===== src/rtl/mem_arb_pkg.sv =====
// Shared types and constants for the two-requester Memory arbiter.
// Latency: none (declarations only).
// Backpressure: none (declarations only).
package mem_arb_pkg;

  localparam int DEF_ADDR_W       = 8;
  localparam int DEF_DATA_W       = 32;
  localparam int DEF_READ_LATENCY = 0;

  // Requester indices: instruction fetch port and load/store port.
  localparam logic REQ_FETCH = 1'b0;
  localparam logic REQ_DATA  = 1'b1;

  // Sequencer states; every access walks IDLE -> ACCESS -> (WAIT ->) DONE.
  typedef enum logic [1:0] {
    IDLE   = 2'd0,
    ACCESS = 2'd1,
    WAIT   = 2'd2,
    DONE   = 2'd3
  } arb_state_e;

endpackage


===== src/rtl/rr_arb2.sv =====
// Two-way round-robin pick: a lone requester wins, a tie goes to the one not granted last.
// Latency: purely combinational.
// Backpressure: none; the caller decides when the pick is taken.
module rr_arb2
  import mem_arb_pkg::*;
(
  input  logic [1:0] req_i,
  input  logic       last_gnt_i,
  output logic       gnt_idx_o,
  output logic       any_req_o
);

  // Pick the winner; with no request the index is don't-care and parked on the fetch port.
  always_comb begin
    gnt_idx_o = REQ_FETCH;
    any_req_o = |req_i;
    case (req_i)
      2'b10:   gnt_idx_o = REQ_DATA;
      2'b11:   gnt_idx_o = ~last_gnt_i;
      default: gnt_idx_o = REQ_FETCH;
    endcase
  end

endmodule


===== src/rtl/mem_arbiter.sv =====
// Serialises fetch (0) and load/store (1) accesses onto one single-port Memory, round-robin on ties.
// Latency: request seen in cycle N -> done in N+2 (write) or N+2+READ_LATENCY (read); one access per 3+READ_LATENCY cycles.
// Backpressure: requesters hold req/we/addr/wdata until their done pulse; req is ignored while busy and in DONE.
module mem_arbiter
  import mem_arb_pkg::*;
#(
  parameter int ADDR_W       = DEF_ADDR_W,
  parameter int DATA_W       = DEF_DATA_W,
  parameter int READ_LATENCY = DEF_READ_LATENCY
) (
  input  logic              clock,
  input  logic              reset,
  input  logic              req0,
  input  logic              we0,
  input  logic [ADDR_W-1:0] addr0,
  input  logic [DATA_W-1:0] wdata0,
  output logic              done0,
  output logic [DATA_W-1:0] rdata0,
  input  logic              req1,
  input  logic              we1,
  input  logic [ADDR_W-1:0] addr1,
  input  logic [DATA_W-1:0] wdata1,
  output logic              done1,
  output logic [DATA_W-1:0] rdata1,
  output logic [ADDR_W-1:0] Address,
  output logic              MemRead,
  output logic              MemWrite,
  output logic [DATA_W-1:0] writeData,
  input  logic [DATA_W-1:0] ReadData,
  output logic              busy
);

  // Wait counter only has to hold READ_LATENCY-1.
  localparam int CNT_W = (READ_LATENCY > 1) ? $clog2(READ_LATENCY) : 1;
  localparam logic [CNT_W-1:0] CNT_LOAD = (READ_LATENCY > 0) ? CNT_W'(READ_LATENCY - 1) : '0;

  arb_state_e        state_q, state_d;
  logic              gnt_q, gnt_d;
  logic              last_gnt_q, last_gnt_d;
  logic [CNT_W-1:0]  cnt_q, cnt_d;
  logic [ADDR_W-1:0] addr_q, addr_d;
  logic [DATA_W-1:0] wdata_q, wdata_d;
  logic              mem_rd_q, mem_rd_d;
  logic              mem_wr_q, mem_wr_d;
  logic [1:0]        done_q, done_d;
  logic [DATA_W-1:0] rdata0_q, rdata0_d;
  logic [DATA_W-1:0] rdata1_q, rdata1_d;

  logic              gnt_idx;
  logic              any_req;
  logic              sel_we;
  logic [ADDR_W-1:0] sel_addr;
  logic [DATA_W-1:0] sel_wdata;
  logic              capture;
  logic              finish;

  rr_arb2 u_rr (
    .req_i      ({req1, req0}),
    .last_gnt_i (last_gnt_q),
    .gnt_idx_o  (gnt_idx),
    .any_req_o  (any_req)
  );

  assign sel_we    = (gnt_idx == REQ_DATA) ? we1    : we0;
  assign sel_addr  = (gnt_idx == REQ_DATA) ? addr1  : addr0;
  assign sel_wdata = (gnt_idx == REQ_DATA) ? wdata1 : wdata0;

  // Next-state logic: pick in IDLE, drive Memory from registers, pulse done on the way into DONE.
  always_comb begin
    state_d    = state_q;
    gnt_d      = gnt_q;
    last_gnt_d = last_gnt_q;
    cnt_d      = cnt_q;
    addr_d     = addr_q;
    wdata_d    = wdata_q;
    mem_rd_d   = mem_rd_q;
    mem_wr_d   = mem_wr_q;
    done_d     = 2'b00;
    rdata0_d   = rdata0_q;
    rdata1_d   = rdata1_q;
    capture    = 1'b0;
    finish     = 1'b0;

    case (state_q)
      IDLE: begin
        if (any_req) begin
          gnt_d    = gnt_idx;
          addr_d   = sel_addr;
          wdata_d  = sel_wdata;
          mem_wr_d = sel_we;
          mem_rd_d = ~sel_we;
          state_d  = ACCESS;
        end
      end
      ACCESS: begin
        if (mem_wr_q) begin
          finish = 1'b1;
        end else if (READ_LATENCY == 0) begin
          capture = 1'b1;
          finish  = 1'b1;
        end else begin
          cnt_d   = CNT_LOAD;
          state_d = WAIT;
        end
      end
      WAIT: begin
        if (cnt_q == '0) begin
          capture = 1'b1;
          finish  = 1'b1;
        end else begin
          cnt_d = cnt_q - 1'b1;
        end
      end
      DONE: begin
        // Requests are deliberately not sampled here: the finishing requester still has req high.
        last_gnt_d = gnt_q;
        state_d    = IDLE;
      end
      default: state_d = IDLE;
    endcase

    if (capture) begin
      if (gnt_q == REQ_DATA) rdata1_d = ReadData;
      else                   rdata0_d = ReadData;
    end

    if (finish) begin
      mem_rd_d      = 1'b0;
      mem_wr_d      = 1'b0;
      done_d[gnt_q] = 1'b1;
      state_d       = DONE;
    end
  end

  // State and output registers; a reset mid-access simply abandons it with no done.
  always_ff @(posedge clock) begin
    if (reset) begin
      state_q    <= IDLE;
      gnt_q      <= REQ_FETCH;
      last_gnt_q <= REQ_DATA;
      cnt_q      <= '0;
      addr_q     <= '0;
      wdata_q    <= '0;
      mem_rd_q   <= 1'b0;
      mem_wr_q   <= 1'b0;
      done_q     <= 2'b00;
      rdata0_q   <= '0;
      rdata1_q   <= '0;
    end else begin
      state_q    <= state_d;
      gnt_q      <= gnt_d;
      last_gnt_q <= last_gnt_d;
      cnt_q      <= cnt_d;
      addr_q     <= addr_d;
      wdata_q    <= wdata_d;
      mem_rd_q   <= mem_rd_d;
      mem_wr_q   <= mem_wr_d;
      done_q     <= done_d;
      rdata0_q   <= rdata0_d;
      rdata1_q   <= rdata1_d;
    end
  end

  assign Address   = addr_q;
  assign MemRead   = mem_rd_q;
  assign MemWrite  = mem_wr_q;
  assign writeData = wdata_q;
  assign done0     = done_q[0];
  assign done1     = done_q[1];
  assign rdata0    = rdata0_q;
  assign rdata1    = rdata1_q;
  assign busy      = (state_q != IDLE);

endmodule


===== config.mk =====
export PLATFORM = sky130hd
export DESIGN_NAME = mem_arbiter
export DESIGN_NICKNAME = d
export VERILOG_FILES = /design/src/rtl/mem_arb_pkg.sv /design/src/rtl/rr_arb2.sv /design/src/rtl/mem_arbiter.sv
export SDC_FILE = /design/constraint.sdc
export NUM_CORES = 1
export LEC_CHECK = 0
export CELL_PAD_IN_SITES_DETAIL_PLACEMENT = 1
export CELL_PAD_IN_SITES_GLOBAL_PLACEMENT = 2
export CORE_MARGIN = 1
export CORE_UTILIZATION = 24
export DETAILED_ROUTE_END_ITERATION = 8
export GPL_ROUTABILITY_DRIVEN = 0
export PLACE_DENSITY = 0.77
export SETUP_SLACK_MARGIN = 0.15
export SLEW_MARGIN = 40
export SYNTH_ARGS = -nofsm -noshare
export SYNTH_HDL_FRONTEND = slang
export SYNTH_SLANG_ARGS = --single-unit

===== constraint.sdc =====
create_clock -name clock -period 2.2 [get_ports clock]
set_input_delay 0.44 -clock clock [delete_from_list [all_inputs] [get_ports clock]]
set_output_delay 0.44 -clock clock [all_outputs]
set_load 0.03 [all_outputs]

# Word level (Yosys, flattened, before mapping)
# Cells that the tools add are included.
[word_totals]
reg_bits = 113
out_inout_bits = 109
[op_classes]
addsub = 1
magnitude_cmp = 2
eq_ne = 6
muxes = 14
bitwise_logic = 4
reduce_logical = 11
[op_table]
columns = ["cell", "count"]
rows = [
  ["$mux W32", 1],
  ["$eq A2 B2 Y1 const B", 4],
  ["$mux W8", 1],
  ["$reduce_and A2 Y1", 4],
  ["$pmux W1 S2", 3],
  ["$reduce_or A2 Y1", 3],
  ["$mux W1", 5],
  ["$mux W2", 2],
  ["$not A1 Y1", 4],
  ["$pmux W2 S2", 1],
  ["$ne A3 B3 Y1 const B", 1],
  ["$reduce_bool A3 Y1", 1],
  ["$eq A2 B1 Y1 const B", 1],
  ["$logic_not A2 Y1", 1],
  ["$lt A1 B2 Y1 const B", 1],
  ["$reduce_bool A2 Y1", 1],
  ["$demux W1 S1", 1],
  ["$ge A1 B1 Y1 const B", 1],
  ["$logic_and A1 B1 Y1", 1],
  ["$sub A1 B1 Y1 const B", 1],
]

# Logic depth before layout (Yosys ltp)
# Gate-level depths: netlist (run 1).
[depth]
depth_word = 4
mapped_depth = 7

# Modules after synthesis
# Synthesis (run 1) repeated with hierarchy kept, for this count alone.
[hier_totals]
hier_cells = 463
hier_area_um2 = 4772.1
[modules_own_cells]
columns = ["mod", "n_inst", "cells_each", "area_each_um2"]
rows = [
  ["mem_arbiter", 1, 461, 4758.3],
  ["rr_arb2", 1, 2, 13.8],
]

# Worst setup path before layout (run 1)
# OpenSTA, ideal clock, no wires.
[synth_path]
kind = "flip-flop to flip-flop"
startpoint = "reg state_q[0]"
endpoint = "reg rdata0_q[10], in the netlist rdata0[10]"
arrival_ns = 1.541
required_time_ns = 2.128
setup_slack_ns = 0.587
path_stages_with_launch = 8
n_path_buf = 2
path_cell_list = "dfxtp_1 inv_1 ha_1 nor2b_1 a21boi_1 buf_4 buf_8 mux2i_1"
[synth_via]
elab_chain_cells = 3
word_cells_on_any_way = 4
[synth_lines]
columns = ["element", "line_no", "source"]
rows = [
  ["from (decl)", "mem_arbiter.sv:37", "arb_state_e state_q, state_d;"],
  ["from (signal assigned)", "mem_arbiter.sv:150", "state_q <= state_d;"],
  ["$eq A2 B2 Y1 / $eq A2 B1 Y1 (equally long branches)", "mem_arbiter.sv:84", "case (state_q)"],
  ["$pmux W1 S2 (*)", "mem_arbiter.sv:84", ""],
  ["$reduce_and A2 Y1 (no line) (*)", "-", ""],
  ["to (signal assigned)", "mem_arbiter.sv:159", "rdata0_q <= rdata0_d;"],
  ["to (decl)", "mem_arbiter.sv:46", "logic [DATA_W-1:0] rdata0_q, rdata0_d;"],
]
# Mark *: on every way between the ends. The rest lies on a longest branch, timed or not.
# A chain may end at the register's enable or synchronous reset.

# Worst setup path after layout (run 1)
[layout_path]
startpoint = "reg state_q[1]"
endpoint = "out busy"
[layout_via]
elab_chain_cells = 1
[layout_lines]
columns = ["element", "line_no", "source"]
rows = [
  ["$reduce_bool A2 Y1", "mem_arbiter.sv:172", "assign busy = (state_q != IDLE);"],
  ["to (decl)", "mem_arbiter.sv:30", "output logic busy"],
]
# Every way passes these cells.

==> reports/summary.txt, run 1 <==
Number of global-route vias before repair -> 4788
Gr usage total -> 14.55%
RSZ-0062 raised after global routing -> false
Worst-Margin Slew -> 609.5 ps
Cell variety after synth -> 33
Syn Nets -> 632
DRC -> 0
Fin util -> 38.66%
Die Wd -> 147.0 um
Initial Utilization -> 24.71%
Final hold vios -> 0
# nets final -> 840
Ratio of cells with drive above 1 in the final layout -> 10.11%
Clock power share -> 28.2%
Sw frac -> 32.36%
Iter 0 DRT Violations -> 88
MaxCap Viol Count -> 0
CP Capture Type -> output port
Routed Antenna Nets -> 0
DR vias/cell -> 4.417
Worst ir drop on vdd -> 391.7 uV
Top cells by count, synth -> dfxtp_1, nand2b_1, nand2_1, mux2i_1, nor2_1
Site Rows -> 52
PD cells -> 747.9 nW/um^2
CTS tree -> yes
CP startpoint kind -> flop
Largest net degree at the start of global routing -> 57
Finished Layout Cells -> 992
Min Tclk post-route -> 1946 ps
Synth Instances -> 510
Num CTS Buffers -> 9
Mean Syn Cell Area -> 9.897 um^2
Crit path required time -> 1760 ps
Core area -> 20430 um^2
Slew Viols, Final -> 0
Hold-fix buffers, CTS -> 0
Most numerous cell in the Yosys netlist -> dfxtp_1
Register bit total from synthesis -> 112
Cell Int Power -> 3.996 mW
1st-pass router iterations -> 4
Grt total ovfl -> 0
First-pass GRT wire length -> 24740 um
Worst min path class -> flop to flop
N_diodes -> 0
Clock root cell -> clkbuf_16
Setup WS post-layout -> 254.3 ps
Post-Syn Area -> 5047 um^2
Max Fclk -> 513.9 MHz
Layout Skew -> 7.169 ps
YS warnings -> 0
DIE AREA -> 21610 um^2
Chip height -> 147.0 um
Status -> finished, final reports clean
Tcrit/Tclk final -> 88.44%
Number of port buffers -> 226
Bufs on Longest Clock Path -> 2
WS Path Type -> flop to output port
Htree depth -> 3
Top_reg_cell synth -> dfxtp_1
Initial antenna violation count -> 0
Power after layout -> 5.907 mW
Area grow syn2layout -> 56.47%
Place WS -> 154.7 ps
Worst-Skew Late Latency -> 350 ps
Crit-path max FO -> 6
Synth area leader -> dfxtp_1
Async set-reset flop share out of synthesis -> 0%
Sequential share of power -> 39.8%
DP Cell Count -> 977
Sequential element share of the synthesized area -> 44.42%
Post-CTS Setup Inserts -> 0
Vias -> 4382
Clock-pin slew on the worst setup and hold paths -> 80 ps
IO Count -> 227
Leakage -> 2.990 nW
Top cell type's share of synthesized area -> 44.42%
Largest cells by area after synthesis -> dfxtp_1, mux2i_1, nand2b_1
Post-synth EDFFs -> 0
Setup TNS -> 0 ps
Post-detail-place hpwl -> 11530 um
Power share of the combinational group -> 32.0%
WL final -> 15630 um
Count of final setup violators -> 0
Clock sinks -> 112
Wire length per cell -> 15.75 um
Critical Path AT -> 1510 ps
Switch Pwr -> 1.911 mW
Worst slew margin -> 59.37%
[power by group through the flow]
stage          Sequential, mW  Clock, mW  Combinational (mW)
2_1_floorplan            2.77          0               0.738
3_3_place_gp             2.39          0                1.88
3_5_place_dp             2.40          0                1.92
4_1_cts                  2.36       1.74                1.92
5_1_grt                  2.38       1.83                2.02
6_report                 2.35       1.66                1.89
[worst paths after layout]
check,from,endpoint,slack (ps),depth (start not counted)
worst max-delay path,state_q[1]$_SDFFE_PP0P_,busy,250,4
worst min-delay path,rdata1[24]$_SDFFE_PP0P_,rdata1[24]$_SDFFE_PP0P_,470,2
worst max register to register,state_q[1]$_SDFFE_PP0P_,rdata0[12]$_SDFFE_PP0P_,350,6
worst min register to register,rdata1[24]$_SDFFE_PP0P_,rdata1[24]$_SDFFE_PP0P_,470,2
[state kept, by name (all words and copies together) (netlist names)]
register    flops
Address         8
MemRead         1
rdata1         32
gnt_q           1
done_q          2
last_gnt_q      1
rdata0         32
writeData      32
state_q         2
MemWrite        1
[cells in the final DEF (no fill, tap or decap), types with 5 or more instances in the layout]
cell type and instances:
clkdlybuf4s50_1 224, clkbuf_16 9, nand2b_1 97, buf_4 5
mux2i_1 64, dfxtp_1 112, nand2_1 83, nor2_1 45
a311oi_2 39, buf_12 7
[metrics by stage]
stage | hold slack, ps | area, um^2
finish | 473.5 | 7898
global route | 495.8 | 7898
CTS | 479.2 | 7898
detailed placement | 463.8 | 7601
global placement | 457.4 | 7601
floorplan | 478.0 | 5047
[kinds of logic after synthesis]
kind of cell	after synthesis	share of synthesized area, %
AO/OA/AOI/OAI	55	14.40
adder cells (fa/ha/maj)	4	0.9916
buffers and inverters	44	5.057
flip-flops	112	44.42
multiplexers	64	12.69
AND/OR/NAND/NOR	231	22.43
[layer usage]
layer	up-vias	wire, um	GRT usage [%]
met3	16	1363	5.590
met4	0	209	4.175
met2	169	7271	24.74
met1	2069	6784	16.94
li1	2128	-	-
met5	-	0	0
[critical path, stage by stage, from the launching register on]
cell and delay (ps):
dfxtp_1 410, inv_1 90, ha_1 270, inv_1 80, clkdlybuf4s15_2 300
[final cells by class]
type	instances	area [um^2]
sequential	112	2242
clock buffer	9	225.2
timing repair buffer	237	2431
inverter	4	15.01
multi-input combinational	354	2576
tap	270	337.8
clock inverter	6	70.07
fill	2308	12530
[timing repair]
action	4_1_cts	5_1_grt
setup endpoints to repair	1	1
cloned	0	0
resized for setup	3	1
hold endpoints to repair	0	0
Power figures use the tool's default switching activity.
==> inputs of run 2 (changes only) <==
--- a/config.mk
+++ b/config.mk
@@ -11,9 +11,10 @@
 export CORE_UTILIZATION = 24
 export DETAILED_ROUTE_END_ITERATION = 8
 export GPL_ROUTABILITY_DRIVEN = 0
-export PLACE_DENSITY = 0.77
+export PLACE_DENSITY = 0.78
 export SETUP_SLACK_MARGIN = 0.15
 export SLEW_MARGIN = 40
 export SYNTH_ARGS = -nofsm -noshare
 export SYNTH_HDL_FRONTEND = slang
+export SYNTH_HIERARCHICAL = 1
 export SYNTH_SLANG_ARGS = --single-unit
==> run 2 against run 1 <==
Effect of this change:
- synthesized cell count down 9.2%
- sequential share of layout area up 1.0 points
- non-clock buffer count fell by 1
- utilization rose by 0.51 points
- area after synthesis down 5.5%
- clock power down 7%
- die area fell by 5.4%
- global-route usage fell by 0.25 points
- first-iteration DRC count grew 34%
- fmax up 2.4%
- sequential power about the same
- largest power group unchanged
==> reports/summary.txt, run 2 <==
Critical-path top delay cell -> clkdlybuf4s50_1
Clock power share -> 27.3%
Finished Layout Cells -> 944
CP startpoint kind -> flop
Count of final setup violators -> 0
Sw frac -> 32.07%
CP max stage delay -> 720 ps
Mean Syn Cell Area -> 10.31 um^2
Crit-path max FO -> 3
RSZ-0062 raised after global routing -> false
Clock sinks -> 112
PD cells -> 744.2 nW/um^2
Syn Nets -> 585
Cell variety after synth -> 29
Worst-Margin Slew -> 457.2 ps
Critical Path AT -> 1460 ps
# nets final -> 796
Post-detail-place hpwl -> 11100 um
Chip height -> 143.0 um
Core area -> 19460 um^2
Number of global-route vias before repair -> 4386
Top delay family on crit path -> buffers and inverters
Min Tclk post-route -> 1901 ps
IO Count -> 227
Synth area leader -> dfxtp_1
Ratio of cells with drive above 1 in the final layout -> 4.713%
Number of port buffers -> 226
Cell Int Power -> 3.854 mW
CTS tree -> yes
Critical path buffer and inverter count -> 1
Layout Skew -> 12.80 ps
Most numerous cell in the Yosys netlist -> dfxtp_1
Power after layout -> 5.673 mW
Highest-count cells in the layout ignoring fill and taps -> clkdlybuf4s50_1, dfxtp_1, mux2i_1
Max Fclk -> 526.1 MHz
N_diodes -> 0
Worst slew margin -> 69.52%
DRC -> 0
Initial antenna violation count -> 0
MaxCap Viol Count -> 0
Worst Hold Slack -> 472.6 ps
Switch Pwr -> 1.819 mW
DIE AREA -> 20450 um^2
Initial Utilization -> 24.52%
Final instance area -> 7624 um^2
Num CTS Buffers -> 9
Iter 0 DRT Violations -> 118
Area of the multi-input gates -> 2347 um^2
Clock-pin slew on the worst setup and hold paths -> 70 ps
Leakage -> 2.921 nW
Largest cells by area after synthesis -> dfxtp_1, mux2i_1, nand2b_1
Area grow syn2layout -> 59.75%
DR vias/cell -> 4.304
Final hold vios -> 0
Largest net degree at the start of global routing -> 56
Area of placed instances -> 7327 um^2
Worst-Skew Late Latency -> 350 ps
Die Wd -> 143.0 um
Vias -> 4063
CP Capture Type -> output port
Tcrit/Tclk final -> 86.41%
Status -> finished, final reports clean
Power share of the combinational group -> 31.4%
# fillers -> 2164
Place WS -> 118.7 ps
Crit path required time -> 1760 ps
Clock root cell -> clkbuf_16
Worst ir drop on vdd -> 347.2 uV
Grt total ovfl -> 0
Register area -> 2242 um^2
Commonest non-fill, non-tap cell in the layout -> clkdlybuf4s50_1
DP Cell Count -> 927
Setup WS post-layout -> 299.0 ps
WL final -> 14740 um
WS Path Type -> flop to output port
Post-CTS Setup Inserts -> 0
1st-pass router iterations -> 4
Sequential share of power -> 41.3%
Top cells by count, synth -> dfxtp_1, mux2i_1, nand2b_1, nor2_1, a211oi_1
Async set-reset flop share out of synthesis -> 0%
Post-synth EDFFs -> 0
Site Rows -> 51
Fin util -> 39.17%
Slew Viols, Final -> 0
Wire length per cell -> 15.61 um
Top_reg_cell synth -> dfxtp_1
Bufs on Longest Clock Path -> 2
YS warnings -> 6
Post-Syn Area -> 4772 um^2
Register bit total from synthesis -> 112
Htree depth -> 3
Cell Chain, Critical Path -> clkdlybuf4s50_1
Top cell type's share of synthesized area -> 46.98%
First-pass GRT wire length -> 22530 um
Setup TNS -> 0 ps
Synth Instances -> 463
Gr usage total -> 14.30%
Sequential element share of the synthesized area -> 46.98%
Routed Antenna Nets -> 0
Worst min path class -> flop to flop
[run 2: layer usage]
| layer | wire length (um) | up-vias | GRT usage, % |
|---|---|---|---|
| met5 | 0 | - | 0 |
| met4 | 242 | 0 | 5.093 |
| met3 | 1011 | 19 | 4.024 |
| met2 | 7417 | 136 | 25.83 |
| met1 | 6064 | 1907 | 15.90 |
| li1 | - | 2001 | - |
[run 2: power groups by stage]
stage	sequential, mW	combinational [mW]	clock, mW
after floorplan	2.76	0.607	0
after global placement	2.38	1.74	0
after detailed placement	2.39	1.77	0
after CTS	2.35	1.78	1.64
after global routing	2.37	1.90	1.72
final	2.34	1.78	1.55
[run 2: worst paths after layout]
kind | startpoint | to | slack, ps | cells after the start
worst max-delay path | MemWrite$_SDFFE_PP0P_ | MemWrite | 300 | 1
worst max register to register | state_q[0]$_SDFFE_PP0P_ | rdata0[20]$_SDFFE_PP0P_ | 310 | 6
worst min-delay path | rdata0[17]$_SDFFE_PP0P_ | rdata0[17]$_SDFFE_PP0P_ | 470 | 2
worst min register to register | rdata0[17]$_SDFFE_PP0P_ | rdata0[17]$_SDFFE_PP0P_ | 470 | 2
[run 2: final cells by class]
class	count	share of cell area, %
tap	265	4.349
timing repair buffer	236	31.61
sequential	112	29.41
inverter	5	0.2462
clock inverter	5	0.5416
clock buffer	11	3.053
multi-input combinational	310	30.79
[run 2: timing repair]
item                       in CTS  in global routing
resized for setup               1                  3
hold buffers                    0                  0
setup endpoints to repair       1                  2
gates cloned                    0                  1
[run 2: cell families after synthesis]
| logic type | after synthesis | synth area share, % |
|---|---|---|
| AOI/OAI and AO/OA | 49 | 7.814 |
| adders and majority gates | 4 | 1.049 |
| DFF | 112 | 46.98 |
| and+or+nand+nor | 150 | 17.41 |
| muxes | 107 | 22.44 |
| buffers and inverters | 41 | 4.300 |
==> inputs of run 3 (changes only) <==
--- a/config.mk
+++ b/config.mk
@@ -11,6 +11,7 @@
 export CORE_UTILIZATION = 24
 export DETAILED_ROUTE_END_ITERATION = 8
 export GPL_ROUTABILITY_DRIVEN = 0
+export HOLD_SLACK_MARGIN = 0.03
 export PLACE_DENSITY = 0.78
 export SETUP_SLACK_MARGIN = 0.15
 export SLEW_MARGIN = 40
==> constraint.sdc (replaced) <==
create_clock -name clock -period 2.2 [get_ports clock]
set_input_delay 0.44 -clock clock [delete_from_list [all_inputs] [get_ports clock]]
set_output_delay 0.44 -clock clock [all_outputs]
set_load 0.1 [all_outputs]
==> run 3 against run 2 <==
Effect of this change:
- worst hold slack improved by 4.6 ps
- clock skew decreased by 4.3 ps
- total power increased by 20%
- count of clock-buffer cells in the layout decreased by 2
- cell area decreased by 3.1%
- clock power increased by 10%
- critical path type is now flop to flop
==> reports/summary.txt, run 3 (same netlist as run 2, synthesis figures left out) <==
Gr usage total -> 14.53%
Core area -> 19460 um^2
Critical-path top delay cell -> ha_2
CTS tree -> yes
Hold-fix buffers, CTS -> 0
Post-CTS Setup Inserts -> 0
Die Wd -> 143.0 um
Status -> finished, final reports clean
Max Fclk -> 543.7 MHz
# nets final -> 795
DRC -> 0
Initial Utilization -> 24.52%
Worst slew margin -> 65.98%
Worst ir drop on vdd -> 393.2 uV
Number of port buffers -> 226
Wire length per cell -> 15.58 um
Min Tclk post-route -> 1839 ps
PD cells -> 919.1 nW/um^2
Worst min path class -> flop to flop
Top delay family on crit path -> adder cells
Layout Skew -> 8.538 ps
CP max stage delay -> 410 ps
Power share of the combinational group -> 40.2%
Grt total ovfl -> 0
Final hold vios -> 0
1st-pass router iterations -> 4
Sw frac -> 42.64%
Routed Antenna Nets -> 0
Num CTS Buffers -> 9
MaxCap Viol Count -> 0
Iter 0 DRT Violations -> 110
WS Path Type -> flop to flop
Largest net degree at the start of global routing -> 56
CP Capture Type -> flop
Tcrit/Tclk final -> 83.60%
WL final -> 14690 um
Clock-pin slew on the worst setup and hold paths -> 80 ps
Switch Pwr -> 2.895 mW
Area of placed instances -> 7079 um^2
Initial antenna violation count -> 0
Bufs on Longest Clock Path -> 2
Worst Hold Slack -> 477.2 ps
DR vias/cell -> 4.271
Crit path required time -> 2470 ps
Highest-count cells in the layout ignoring fill and taps -> clkdlybuf4s50_1, dfxtp_1, buf_4
Leakage -> 3.135 nW
Worst-Skew Late Latency -> 350 ps
Final instance area -> 7388 um^2
Site Rows -> 51
Commonest non-fill, non-tap cell in the layout -> clkdlybuf4s50_1
N_diodes -> 0
Vias -> 4028
RSZ-0062 raised after global routing -> false
Critical Path AT -> 2110 ps
Htree depth -> 3
Number of global-route vias before repair -> 4406
Sequential share of power -> 34.6%
Register area -> 2242 um^2
IO Count -> 227
Critical path buffer and inverter count -> 2
Worst-Margin Slew -> 510.4 ps
Area grow syn2layout -> 54.82%
Post-detail-place hpwl -> 11180 um
Slew Viols, Final -> 0
Clock sinks -> 112
Cell Chain, Critical Path -> inv_1, ha_2, nor2b_1, a21boi_4, buf_12, mux2i_1
CP startpoint kind -> flop
Count of final setup violators -> 0
Cell Int Power -> 3.895 mW
Crit-path max FO -> 29
First-pass GRT wire length -> 22850 um
Area of the multi-input gates -> 2347 um^2
Clock power share -> 25.2%
Chip height -> 143.0 um
Setup TNS -> 0 ps
Ratio of cells with drive above 1 in the final layout -> 20.80%
DIE AREA -> 20450 um^2
Clock root cell -> clkbuf_16
Post_cts resized -> 0
# fillers -> 2212
run 3: cell types whose count changed in the layout (fill, tap and decap cells not counted):
| cell | change |
|---|---|
| clkdlybuf4s50_1 | -108 |
| buf_4 | +107 |
| buf_12 | +2 |
| clkbuf_1 | -2 |
| bufinv_16 | +1 |
| clkbuf_16 | -1 |
| clkbuf_2 | -1 |
| clkinvlp_4 | +1 |
| inv_6 | -1 |
| inv_8 | +1 |
run 3: routing by layer:
metal / vias to the layer above / part of all wire [%] / global-route usage [%]
met4: 0 / 2.1 / 6.169
met3: 17 / 7.8 / 4.527
li1: 2002 / - / -
met5: - / 0 / 0
met1: 1870 / 40 / 15.28
met2: 139 / 50 / 26.52
run 3: layout make-up:
type,count,area share (%)
multi-input cells,310,31.77
flip-flops and latches,112,30.35
repair buffers,235,28.99
well taps,265,4.488
clock buffers,9,3.048
clock inverters,7,1.101
inverters,5,0.2540
run 3: power groups by stage:
stage	combinational [mW]	clock (mW)	sequential, mW
after floorplan	0.627	0	3.77
after global placement	2.71	0	2.39
after detailed placement	2.75	0	2.40
after CTS	2.75	1.78	2.35
after global routing	2.85	1.86	2.38
final	2.73	1.71	2.35
run 3: path summary, 6_finish.rpt:
check                          start                       to  slack (ps)  cells after the start
max reg2reg  state_q[1]$_SDFFE_PP0P_   rdata0[7]$_SDFFE_PP0P_         360                      6
min          rdata0[16]$_SDFFE_PP0P_  rdata0[16]$_SDFFE_PP0P_         480                      2
max          state_q[1]$_SDFFE_PP0P_   rdata0[7]$_SDFFE_PP0P_         360                      6
min reg2reg  rdata0[16]$_SDFFE_PP0P_  rdata0[16]$_SDFFE_PP0P_         480                      2
run 3: stage by stage:
stage               instances  utilization, %  worst slack (ps)  power [mW]
floorplan                 463               -             257.6       4.395
CTS                       943           37.95             293.9       6.887
global route              943           37.96             188.7       7.088
detailed placement        927           36.37             73.57       5.146
global placement          927           36.37             235.8       5.099
finish                    943           37.96             360.7       6.790
run 3: tightest hold or removal path: stages, from the launching register on:
cell and delay, ps:
dfxtp_1 310, nand2b_1 70, mux2i_1 60
